File: config.mk
export PLATFORM = sky130hd
export DESIGN_NAME = mac_mul_negator_pipe_flat
export DESIGN_NICKNAME = d
export VERILOG_FILES = /design/src/rtl/mac_mul_negator_pipe_if.sv /design/src/rtl/mac_mul_negator_pipe.sv /design/src/flat_wrapper.sv
export SDC_FILE = /design/constraint.sdc
export NUM_CORES = 1
export LEC_CHECK = 0
export CAP_MARGIN = 25
export CORE_MARGIN = 2
export CORE_UTILIZATION = 55
export CTS_BUF_LIST = sky130_fd_sc_hd__clkbuf_2 sky130_fd_sc_hd__clkbuf_4 sky130_fd_sc_hd__clkbuf_8
export DETAILED_ROUTE_END_ITERATION = 16
export PLACE_DENSITY = 0.83
export RECOVER_POWER = 50
export SETUP_SLACK_MARGIN = 0.5
export SYNTH_ARGS = -nofsm -noshare
export SYNTH_HDL_FRONTEND = slang
export SYNTH_SLANG_ARGS = --single-unit
File: constraint.sdc
create_clock -name clk -period 3.8 [get_ports clk]
set_input_delay 0.38 -clock clk [delete_from_list [all_inputs] [get_ports clk]]
set_output_delay 0.38 -clock clk [all_outputs]
set_load 0.01 [all_outputs]
File: src/rtl/mac_mul_negator_pipe_if.sv
`default_nettype none
// ============================================================================
// Module   : mac_mul_negator_pipe_if
// Purpose  : Stream bundle (config, operands, results, handshakes) for the
//            MAC sign-magnitude converter.
// Revision : 1.0 - initial release
// ============================================================================
interface mac_mul_negator_pipe_if #(
  parameter int MAC_MIN_WIDTH  = 8,
  parameter int NUM_LANES      = 4,
  parameter int MAC_CONF_WIDTH = 4
) ();
  logic                                en;
  logic [MAC_CONF_WIDTH-1:0]           cfg;
  logic                                in_valid;
  logic                                in_ready;
  logic [NUM_LANES*MAC_MIN_WIDTH-1:0]  A_in;
  logic [NUM_LANES*MAC_MIN_WIDTH-1:0]  B_in;
  logic                                out_valid;
  logic                                out_ready;
  logic [NUM_LANES*MAC_MIN_WIDTH-1:0]  A_out;
  logic [NUM_LANES*MAC_MIN_WIDTH-1:0]  B_out;
  logic [NUM_LANES-1:0]                C_neg;
  logic [MAC_CONF_WIDTH-1:0]           cfg_out;

  modport master (
    output en, cfg, in_valid, A_in, B_in, out_ready,
    input  in_ready, out_valid, A_out, B_out, C_neg, cfg_out
  );

  modport slave (
    input  en, cfg, in_valid, A_in, B_in, out_ready,
    output in_ready, out_valid, A_out, B_out, C_neg, cfg_out
  );
endinterface
`default_nettype wire

File: src/rtl/mac_mul_negator_pipe.sv
`default_nettype none
// ============================================================================
// Module   : mac_mul_negator_pipe
// Purpose  : Two-stage valid/ready pipeline that groups packed lanes, turns
//            negative signed groups into magnitudes and flags product sign.
// Revision : 1.0 - initial release
// ============================================================================
module mac_mul_negator_pipe #(
  parameter int MAC_MIN_WIDTH  = 8,
  parameter int NUM_LANES      = 4,
  parameter int MODE_WIDTH     = 2,
  parameter int MAC_CONF_WIDTH = 4
) (
  input  wire logic              clk,
  input  wire logic              rst,
  mac_mul_negator_pipe_if.slave  bus
);

  localparam int c_data_w     = NUM_LANES * MAC_MIN_WIDTH;
  localparam int c_lane_idx_w = $clog2(NUM_LANES);

  // Handshake
  logic                         w_adv1;
  logic                         w_adv2;

  // Stage-1 grouping / sign decode
  logic                         w_signed;
  logic [MODE_WIDTH-1:0]        w_mode;
  logic [c_lane_idx_w-1:0]      w_gm1;
  logic [c_lane_idx_w-1:0]      w_top [NUM_LANES];
  logic [NUM_LANES-1:0]         w_a_msb;
  logic [NUM_LANES-1:0]         w_b_msb;
  logic [NUM_LANES-1:0]         w_bnd;
  logic [NUM_LANES-1:0]         w_neg_a;
  logic [NUM_LANES-1:0]         w_neg_b;

  // Stage-1 registers
  logic                         r_s1_valid;
  logic [c_data_w-1:0]          r_s1_a;
  logic [c_data_w-1:0]          r_s1_b;
  logic [MAC_CONF_WIDTH-1:0]    r_s1_cfg;
  logic [NUM_LANES-1:0]         r_s1_neg_a;
  logic [NUM_LANES-1:0]         r_s1_neg_b;
  logic [NUM_LANES-1:0]         r_s1_bnd;

  // Stage-2 negation results and registers
  logic [c_data_w-1:0]          w_mag_a;
  logic [c_data_w-1:0]          w_mag_b;
  logic                         r_s2_valid;
  logic [c_data_w-1:0]          r_a_out;
  logic [c_data_w-1:0]          r_b_out;
  logic [NUM_LANES-1:0]         r_c_neg;
  logic [MAC_CONF_WIDTH-1:0]    r_cfg_out;

  // Stage 2 frees up when empty or draining; stage 1 when empty or moving on.
  assign w_adv2 = bus.en & (~r_s2_valid | bus.out_ready);
  assign w_adv1 = bus.en & (~r_s1_valid | w_adv2);

  assign w_signed = bus.cfg[MAC_CONF_WIDTH-1];
  assign w_mode   = bus.cfg[MODE_WIDTH-1:0];

  // Group size minus one as a lane-index mask; oversize modes fall back to single.
  always_comb begin
    w_gm1 = '0;
    if (int'(w_mode) <= c_lane_idx_w) begin
      for (int k = 0; k < c_lane_idx_w; k++) begin
        if (k < int'(w_mode)) begin
          w_gm1[k] = 1'b1;
        end
      end
    end
  end

  for (genvar l = 0; l < NUM_LANES; l++) begin : g_lane
    localparam logic [c_lane_idx_w-1:0] c_lane = c_lane_idx_w'(l);

    assign w_a_msb[l] = bus.A_in[l*MAC_MIN_WIDTH + MAC_MIN_WIDTH-1];
    assign w_b_msb[l] = bus.B_in[l*MAC_MIN_WIDTH + MAC_MIN_WIDTH-1];
    assign w_top[l]   = c_lane | w_gm1;
    assign w_bnd[l]   = ((c_lane & w_gm1) == '0);
    assign w_neg_a[l] = w_signed & w_a_msb[w_top[l]];
    assign w_neg_b[l] = w_signed & w_b_msb[w_top[l]];
  end

  // Invert then add one through a lane-wide carry chain that restarts at each group.
  function automatic logic [c_data_w-1:0] f_negate(
    input logic [c_data_w-1:0]  data,
    input logic [NUM_LANES-1:0] neg,
    input logic [NUM_LANES-1:0] bnd
  );
    logic [c_data_w-1:0]      res;
    logic [MAC_MIN_WIDTH-1:0] x;
    logic                     carry;
    res   = '0;
    carry = 1'b0;
    for (int l = 0; l < NUM_LANES; l++) begin
      x = data[l*MAC_MIN_WIDTH +: MAC_MIN_WIDTH] ^ {MAC_MIN_WIDTH{neg[l]}};
      if (bnd[l]) begin
        carry = neg[l];
      end
      res[l*MAC_MIN_WIDTH +: MAC_MIN_WIDTH] = x + {{(MAC_MIN_WIDTH-1){1'b0}}, carry};
      carry = carry & (&x);
    end
    return res;
  endfunction

  assign w_mag_a = f_negate(r_s1_a, r_s1_neg_a, r_s1_bnd);
  assign w_mag_b = f_negate(r_s1_b, r_s1_neg_b, r_s1_bnd);

  always_ff @(posedge clk or negedge rst) begin
    if (!rst) begin
      r_s1_valid <= 1'b0;
      r_s1_a     <= '0;
      r_s1_b     <= '0;
      r_s1_cfg   <= '0;
      r_s1_neg_a <= '0;
      r_s1_neg_b <= '0;
      r_s1_bnd   <= '0;
    end else if (w_adv1) begin
      r_s1_valid <= bus.in_valid;
      if (bus.in_valid) begin
        r_s1_a     <= bus.A_in;
        r_s1_b     <= bus.B_in;
        r_s1_cfg   <= bus.cfg;
        r_s1_neg_a <= w_neg_a;
        r_s1_neg_b <= w_neg_b;
        r_s1_bnd   <= w_bnd;
      end
    end
  end

  always_ff @(posedge clk or negedge rst) begin
    if (!rst) begin
      r_s2_valid <= 1'b0;
      r_a_out    <= '0;
      r_b_out    <= '0;
      r_c_neg    <= '0;
      r_cfg_out  <= '0;
    end else if (w_adv2) begin
      r_s2_valid <= r_s1_valid;
      if (r_s1_valid) begin
        r_a_out   <= w_mag_a;
        r_b_out   <= w_mag_b;
        r_c_neg   <= r_s1_neg_a ^ r_s1_neg_b;
        r_cfg_out <= r_s1_cfg;
      end
    end
  end

  // Held low while reset is asserted so nothing is offered as accepted.
  assign bus.in_ready  = w_adv1 & rst;
  assign bus.out_valid = r_s2_valid;
  assign bus.A_out     = r_a_out;
  assign bus.B_out     = r_b_out;
  assign bus.C_neg     = r_c_neg;
  assign bus.cfg_out   = r_cfg_out;

endmodule
`default_nettype wire

File: src/flat_wrapper.sv
// flat-port wrapper written by rule: the top's interface ports become plain ports
module mac_mul_negator_pipe_flat 
#(
  parameter int MAC_MIN_WIDTH  = 8,
  parameter int NUM_LANES      = 4,
  parameter int MODE_WIDTH     = 2,
  parameter int MAC_CONF_WIDTH = 4
)
  (clk, rst, bus_en, bus_cfg, bus_in_valid, bus_A_in, bus_B_in, bus_out_ready, bus_in_ready, bus_out_valid, bus_A_out, bus_B_out, bus_C_neg, bus_cfg_out);
  mac_mul_negator_pipe_if #(.MAC_MIN_WIDTH(MAC_MIN_WIDTH), .NUM_LANES(NUM_LANES), .MAC_CONF_WIDTH(MAC_CONF_WIDTH)) bus_i ();
  input  wire logic clk;
  input  wire logic rst;
  input wire logic [$bits(bus_i.en)-1:0] bus_en;
  input wire logic [$bits(bus_i.cfg)-1:0] bus_cfg;
  input wire logic [$bits(bus_i.in_valid)-1:0] bus_in_valid;
  input wire logic [$bits(bus_i.A_in)-1:0] bus_A_in;
  input wire logic [$bits(bus_i.B_in)-1:0] bus_B_in;
  input wire logic [$bits(bus_i.out_ready)-1:0] bus_out_ready;
  output wire logic [$bits(bus_i.in_ready)-1:0] bus_in_ready;
  output wire logic [$bits(bus_i.out_valid)-1:0] bus_out_valid;
  output wire logic [$bits(bus_i.A_out)-1:0] bus_A_out;
  output wire logic [$bits(bus_i.B_out)-1:0] bus_B_out;
  output wire logic [$bits(bus_i.C_neg)-1:0] bus_C_neg;
  output wire logic [$bits(bus_i.cfg_out)-1:0] bus_cfg_out;
  assign bus_i.en = bus_en;
  assign bus_i.cfg = bus_cfg;
  assign bus_i.in_valid = bus_in_valid;
  assign bus_i.A_in = bus_A_in;
  assign bus_i.B_in = bus_B_in;
  assign bus_i.out_ready = bus_out_ready;
  assign bus_in_ready = bus_i.in_ready;
  assign bus_out_valid = bus_i.out_valid;
  assign bus_A_out = bus_i.A_out;
  assign bus_B_out = bus_i.B_out;
  assign bus_C_neg = bus_i.C_neg;
  assign bus_cfg_out = bus_i.cfg_out;
  mac_mul_negator_pipe #(.MAC_MIN_WIDTH(MAC_MIN_WIDTH), .NUM_LANES(NUM_LANES), .MODE_WIDTH(MODE_WIDTH), .MAC_CONF_WIDTH(MAC_CONF_WIDTH)) u_core (.clk(clk), .rst(rst), .bus(bus_i));
endmodule
==> impl_metrics.py, run 1 <==
metrics = {
    "outcome": {
        "status": "complete, but fails checks",
        "violations": "capacitance limit, slew limit",
    },
    "route": {
        "drtPass1Iterations": 5,
        "drc_errors": 0,
        "dr_total_vias": 6748,
        "post_drt_wl_per_cell_um": 15.4,
        "drt-total-wl_um": 19300,
        "via_per_inst": 5.39,
        "drt_iter0_markers": 329,
        "drtAntennaViolNets": 0,
    },
    "sta": {
        "timing.final.crit_share": 0.809,
        "slew_headroom": -0.458,
        "setup_tns_ps": 0,
        "setup_violations": 0,
        "rsz0062_at_grt": "false",
        "tightest_slew_ps": 2190,
        "min_period_ps": 3080,
        "max_freq_mhz": 325,
        "hold_violations": 0,
        "final.setup_skew_ps": 8.94,
        "drv_slew": 42,
    },
    "logic_synthesis": {
        "yosys_warnings": 0,
        "synth.top_cells.by_count": "353 x nand2_1, 153 x dfrtp_1, 53 x o21ai_1",
        "ys.flop_type": "dfrtp_1",
        "netlist.area_leader.share": 0.478,
        "synth_edf_count": 0,
        "synthArstFlopShare": 1.00,
        "synth_cell_types": 55,
        "postSynthAreaPerCell_um2": 8.56,
        "yosysTopAreaCell": "dfrtp_1",
        "synth_fp_nets": 1026,
        "synth_area_um2": 8010,
        "syn_inst": 936,
        "yosysMostFrequentCell": "nand2_1",
        "yosys-top-cells-area": "dfrtp_1 48%, nand2_1 17%, xnor2_1 5.5%",
        "seq_area_frac_synth": 0.478,
        "synth-seq-cells": 153,
    },
    "clocking": {
        "cts-root-buf": "clkbuf_8",
        "clk_pin_slew_ps": 80,
        "cts_max_level": 4,
        "clk_latency_ps": 450,
        "cts_tree": "built",
        "cts_made_buffers": 17,
        "cts.sinks": 153,
        "clockBufferDepth": 2,
    },
    "floorplanning": {
        "die_area_um2": 15500,
        "die_w_um": 125,
        "rows": 44,
        "fp.dieH_um": 125,
        "initial_core_util": 0.557,
        "coreArea_um2": 14400,
        "ios": 147,
    },
    "final_layout": {
        "fill_cells": 1144,
        "stdcell_area_um2": 10100,
        "drive_above_1_share": 0.0636,
        "nets": 1146,
        "antenna_cells": 0,
        "fin_cells": 1253,
        "fin_util": 0.703,
        "synthToLayoutAreaGrowth_pct": 26.2,
    },
    "power_and_ir_drop": {
        "p_comb_frac": 0.333,
        "p_sw_mw": 1.96,
        "irDropWorstVdd_v": 0.000324,
        "power.density_nw_per_um2": 585,
        "p_leak_nw": 4.71,
        "swShare": 0.331,
        "internal-power_mw": 3.96,
        "power_frac_seq": 0.422,
        "p_clk_frac": 0.244,
    },
    "global_route": {
        "use_met3": 0.0399,
        "grt_first_pass_wirelength_um": 32300,
        "use_met1": 0.355,
        "grt_busiest_layer": "met2",
        "grt_start_max_net_pins": 80,
        "grt_overflow_total": 0,
        "use_met2": 0.413,
        "track_usage": 0.256,
        "antenna_found_initial": 0,
        "grt_pass1_vias": 6621,
    },
    "setup_path": {
        "startpoint": "u_core.r_s1_a[18]",
        "ff2ff_path_depth": 11,
        "critPathKind": "reg2reg",
        "regToRegStartpoint": "u_core.r_s1_a[18]",
        "critPathCaptureType": "flop",
        "cp-endpoint": "u_core.bus.A_out[30]",
        "crit_fanout": 10,
        "cp.required_ps": 4110,
        "crit_arrival_ps": 3390,
        "r2r-end": "u_core.bus.A_out[30]",
        "start_kind": "flop",
        "reg2reg_slack_ps": 720,
    },
    "worst_hold_path": {
        "hold_depth": 3,
        "min_from": "bus_A_in[14]",
        "min_path_type": "in2reg",
    },
    "placement": {
        "hpwlAfterDp_um": 13200,
        "placed_cell_area_um2": 9560,
        "gp_congestion": 0.860,
        "dp_cells": 1214,
        "io_buffers": 146,
    },
    "job": {
        "maxCapViolations": 1,
    },
}
## metal layers
metal / vias up / wire (um)
met5: - / 0
met4: 0 / 306
met3: 20 / 900
li1: 3320 / -
met2: 198 / 9360
met1: 3210 / 8720
## power groups by stage
stage,sequential (mW),combinational (mW),clock (mW)
after global placement,2.51,1.96,0
after floorplan,2.52,0.985,0
after global routing,2.57,2.18,1.53
final,2.50,1.97,1.44
after CTS,2.51,2.02,1.47
after detailed placement,2.53,2.01,0
## cell type report
| type | instances | area, um2 | share of cell area |
|---|---|---|---|
| Timing Repair Buffer | 165 | 1600 | 0.158 |
| Sequential cell | 153 | 3830 | 0.379 |
| Tap cell | 184 | 230 | 0.0228 |
| Multi-Input combinational cell | 716 | 3960 | 0.392 |
| Clock buffer | 21 | 283 | 0.0280 |
| Clock inverter | 11 | 193 | 0.0191 |
| Inverter | 3 | 11.3 | 0.00111 |
## repair_timing
action | in CTS | in global routing
endpoints found under the setup margin | 1 | 3
endpoints found under the hold margin | 61 | 0
hold buffers | 1 | 0
setup buffers | 0 | 6
gates resized for setup | 1 | 6
## critical path: stages, from the launching register on
cell and delay (ps):
dfrtp_1 490, or4b_1 530, o22ai_1 210, o21ai_1 110, o31ai_2 270, ha_2 260, ha_2 240, nand2b_1 80
or3_1 300, a22oi_1 180, xor2_1 200, o21ai_1 70
## state kept, by name, indices dropped and copies added (netlist names)
| signal | count |
|---|---|
| u_core.bus.C_neg | 4 |
| u_core.bus.A_out | 32 |
| u_core.r_s1_cfg | 4 |
| u_core.bus.cfg_out | 4 |
| u_core.r_s1_neg_b | 4 |
| u_core.r_s1_valid | 1 |
| u_core.r_s1_bnd | 3 |
| u_core.r_s1_b | 32 |
| u_core.r_s1_neg_a | 4 |
| u_core.bus.B_out | 32 |
| u_core.bus.out_valid | 1 |
| u_core.r_s1_a | 32 |
## cell usage in the layout (no fill, tap or decap), types with 7 or more instances in the layout
cell / count
dlygate4sd3_1: 36
o21ai_1: 53
nor2b_1: 7
ha_1: 14
nand3_1: 11
dfrtp_1: 153
xor2_1: 34
clkbuf_8: 20
clkdlybuf4s50_1: 110
nor2_1: 28
buf_4: 16
xnor2_1: 50
nand2_1: 353
a21oi_1: 28
a22oi_1: 9
mux2i_1: 7
nand2b_1: 18
a41o_1: 7
## kinds of logic (layout without fill, tap and decap cells)
| group | Yosys count | after routing | synth area share |
|---|---|---|---|
| adders and majority gates | 17 | 17 | 0.0266 |
| muxes | 12 | 12 | 0.0158 |
| and+or+nand+nor | 474 | 474 | 0.257 |
| DFF | 153 | 153 | 0.478 |
| xor gates and xnor gates | 84 | 84 | 0.0919 |
| AOI/OAI and AO/OA | 129 | 129 | 0.0972 |
| buffers and inverters | 67 | 200 | 0.0337 |
## worst min-delay path by stage
| stage | end | slack (ps) |
|---|---|---|
| 2_1_floorplan | u_core.bus.A_out[0] | 80 |
| 6_report | u_core.r_s1_a[14] | 440 |
| 5_1_grt | u_core.r_s1_a[14] | 440 |
| 3_3_place_gp | u_core.r_s1_b[11] | 400 |
| 3_5_place_dp | u_core.r_s1_b[11] | 400 |
| 4_1_cts | u_core.r_s1_b[9] | 420 |
## per-stage QoR
step,total power [mW],hold slack (ps),setup slack (ps)
after CTS,5.99,417,547
after detailed placement,4.54,402,464
after global routing,6.28,435,343
after global placement,4.47,403,598
final,5.91,445,724
after floorplan,3.51,84.4,944
No activity file was read; power rests on OpenSTA's default activity.
==> inputs of run 2 (changes only) <==
clock period = 2.92 ns   (was 3.8 ns; I/O delays follow)
==> run 2 against run 1 <==
Compared with the run above:
- the flow finishes with violations (capacitance limit, slew limit, setup timing)
- worst setup slack worse by 740 ps
- via count increased by 7.9%
- maximum frequency grew 4.8%
- non-clock buffer count is 68 higher
- critical endpoint is now u_core.bus.A_out[23]
- largest power group unchanged
- highest routed layer unchanged
==> impl_metrics.py, run 2 (same netlist as run 1, synthesis figures left out) <==
metrics = {
    "outcome": {
        "status": "complete, but fails checks",
        "violations": "capacitance limit, slew limit, setup timing",
    },
    "setup_path": {
        "cp-endpoint": "u_core.bus.A_out[23]",
        "start_kind": "flop",
        "crit_arrival_ps": 3270,
        "critPathKind": "reg2reg",
        "ff2ff_path_depth": 12,
        "r2r-end": "u_core.bus.A_out[23]",
        "crit_fanout": 6,
        "critPathCaptureType": "flop",
        "regToRegStartpoint": "u_core.r_s1_neg_a[1]",
        "reg2reg_slack_ps": -20,
        "startpoint": "u_core.r_s1_neg_a[1]",
        "cp.required_ps": 3250,
    },
    "final_layout": {
        "fill_cells": 1028,
        "synthToLayoutAreaGrowth_pct": 34.9,
        "drive_above_1_share": 0.159,
        "layout_commonest_cell": "nand2_1",
        "regArea_um2": 3840,
        "nets": 1214,
        "multiInputGateArea_um2": 4210,
        "antenna_cells": 0,
        "mostFrequentLayoutCells": "352 x nand2_1, 143 x dfrtp_1, 120 x clkdlybuf4s50_1",
    },
    "sta": {
        "final.setup_skew_ps": 9.24,
        "hold_violations": 0,
        "drv_slew": 154,
        "max_freq_mhz": 341,
        "timing.final.crit_share": 1.01,
        "tightest_slew_ps": 2100,
        "rsz0062_at_grt": "true",
        "setup_ws_ps": -15.5,
        "min_period_ps": 2940,
        "setup_tns_ps": -15.5,
        "slew_headroom": -0.401,
        "setup_violations": 1,
        "hold_ws_ps": 356,
    },
    "global_route": {
        "track_usage": 0.279,
        "grt_overflow_total": 0,
        "grt_pass1_vias": 7014,
        "antenna_found_initial": 0,
        "grt_start_max_net_pins": 154,
        "grt_first_pass_wirelength_um": 35000,
    },
    "route": {
        "post_drt_wl_per_cell_um": 16.3,
        "drt-total-wl_um": 21600,
        "dr_total_vias": 7279,
        "drtPass1Iterations": 5,
        "drc_errors": 0,
        "drtAntennaViolNets": 0,
        "drt_iter0_markers": 547,
        "via_per_inst": 5.51,
    },
    "clocking": {
        "clk_latency_ps": 450,
        "cts_hold_buf": 0,
        "cts.sinks": 153,
        "cts_max_level": 4,
        "cts_made_buffers": 17,
        "clk_pin_slew_ps": 80,
        "cts_tree": "built",
        "clockBufferDepth": 2,
        "cts-root-buf": "clkbuf_8",
    },
    "power_and_ir_drop": {
        "power.density_nw_per_um2": 698,
        "irDropWorstVdd_v": 0.000380,
        "power_mw": 7.54,
        "p_leak_nw": 5.04,
    },
    "floorplanning": {
        "die_w_um": 125,
        "coreArea_um2": 14400,
        "fp.dieH_um": 125,
        "initial_core_util": 0.557,
        "die_area_um2": 15500,
        "ios": 147,
        "rows": 44,
    },
    "placement": {
        "gp_congestion": 0.931,
        "io_buffers": 146,
        "hpwlAfterDp_um": 13400,
    },
    "job": {
        "maxCapViolations": 1,
    },
    "worst_hold_path": {
        "min_path_type": "in2reg",
    },
}
-- run 2: cell types whose count changed in the layout (fill, tap and decap cells not counted), moves of 5 or more --
cell             delta
a21oi_1             -5
dlygate4sd3_1      -11
ha_1                -9
buf_4              +58
clkinvlp_4          -5
bufinv_16           -5
dfrtp_1            -10
buf_6               +8
ha_4                +5
clkdlybuf4s50_1    +10
dfrtp_2            +10
clkinv_2           +10
-- run 2: routing by layer --
metal	GRT usage	share of wire
met5	0	0
met2	0.463	0.49
met3	0.0438	0.054
met4	0.105	0.034
met1	0.371	0.42
-- run 2: worst min-delay path by stage --
stage / endpoint / from / depth (start not counted) / slack (ps)
2_1_floorplan: u_core.bus.A_out[0] / rst / 0 / -4
3_3_place_gp: u_core.bus.cfg_out[2] / u_core.r_s1_cfg[2] / 2 / 450
3_5_place_dp: u_core.bus.cfg_out[3] / u_core.r_s1_cfg[3] / 2 / 460
4_1_cts: u_core.bus.A_out[12] / rst / 2 / 20
5_1_grt: u_core.r_s1_cfg[2] / bus_cfg[2] / 3 / 350
6_report: u_core.r_s1_b[25] / bus_B_in[25] / 3 / 360
-- run 2: what timing repair did --
action,in CTS,in global routing
pin swaps,20,22
setup endpoints to repair,25,26
buffers inserted,46,5
resized for setup,34,33
-- run 2: stage by stage --
step / util / instances / worst slack, ps / area, um2
after floorplan: - / 936 / 171 / 8050
after global placement: 0.683 / 1238 / -18.0 / 9810
after detailed placement: 0.683 / 1238 / -106 / 9810
after CTS: 0.739 / 1316 / 106 / 10600
after global routing: 0.752 / 1321 / -96.3 / 10800
final: 0.752 / 1321 / -15.5 / 10800
-- run 2: layout make-up --
class	count	area share
flip-flops and latches	153	0.355
clock inverters	11	0.00509
inverters	3	0.00104
repair buffers	233	0.202
multi-input cells	716	0.390
well taps	184	0.0213
clock buffers	21	0.0256
-- run 2: power by group --
| part | internal (mW) | leakage (nW) | switching (mW) |
|---|---|---|---|
| Combinational | 1.56 | 2.95 | 1.38 |
| Sequential | 2.71 | 1.90 | 0.513 |
| Clock | 0.633 | 0.189 | 0.748 |
| Total | 4.90 | 5.04 | 2.64 |
-- run 2: critical path: stages (launching register included) --
cell and delay (ps):
dfrtp_2 460, buf_4 190, nor2b_1 170, nand4_1 190
a21oi_4 200, a21oi_4 90, nor2_2 110, ha_2 200
or4b_4 470, or4_4 420, o21ai_2 80, xor2_1 160
o21ai_1 70
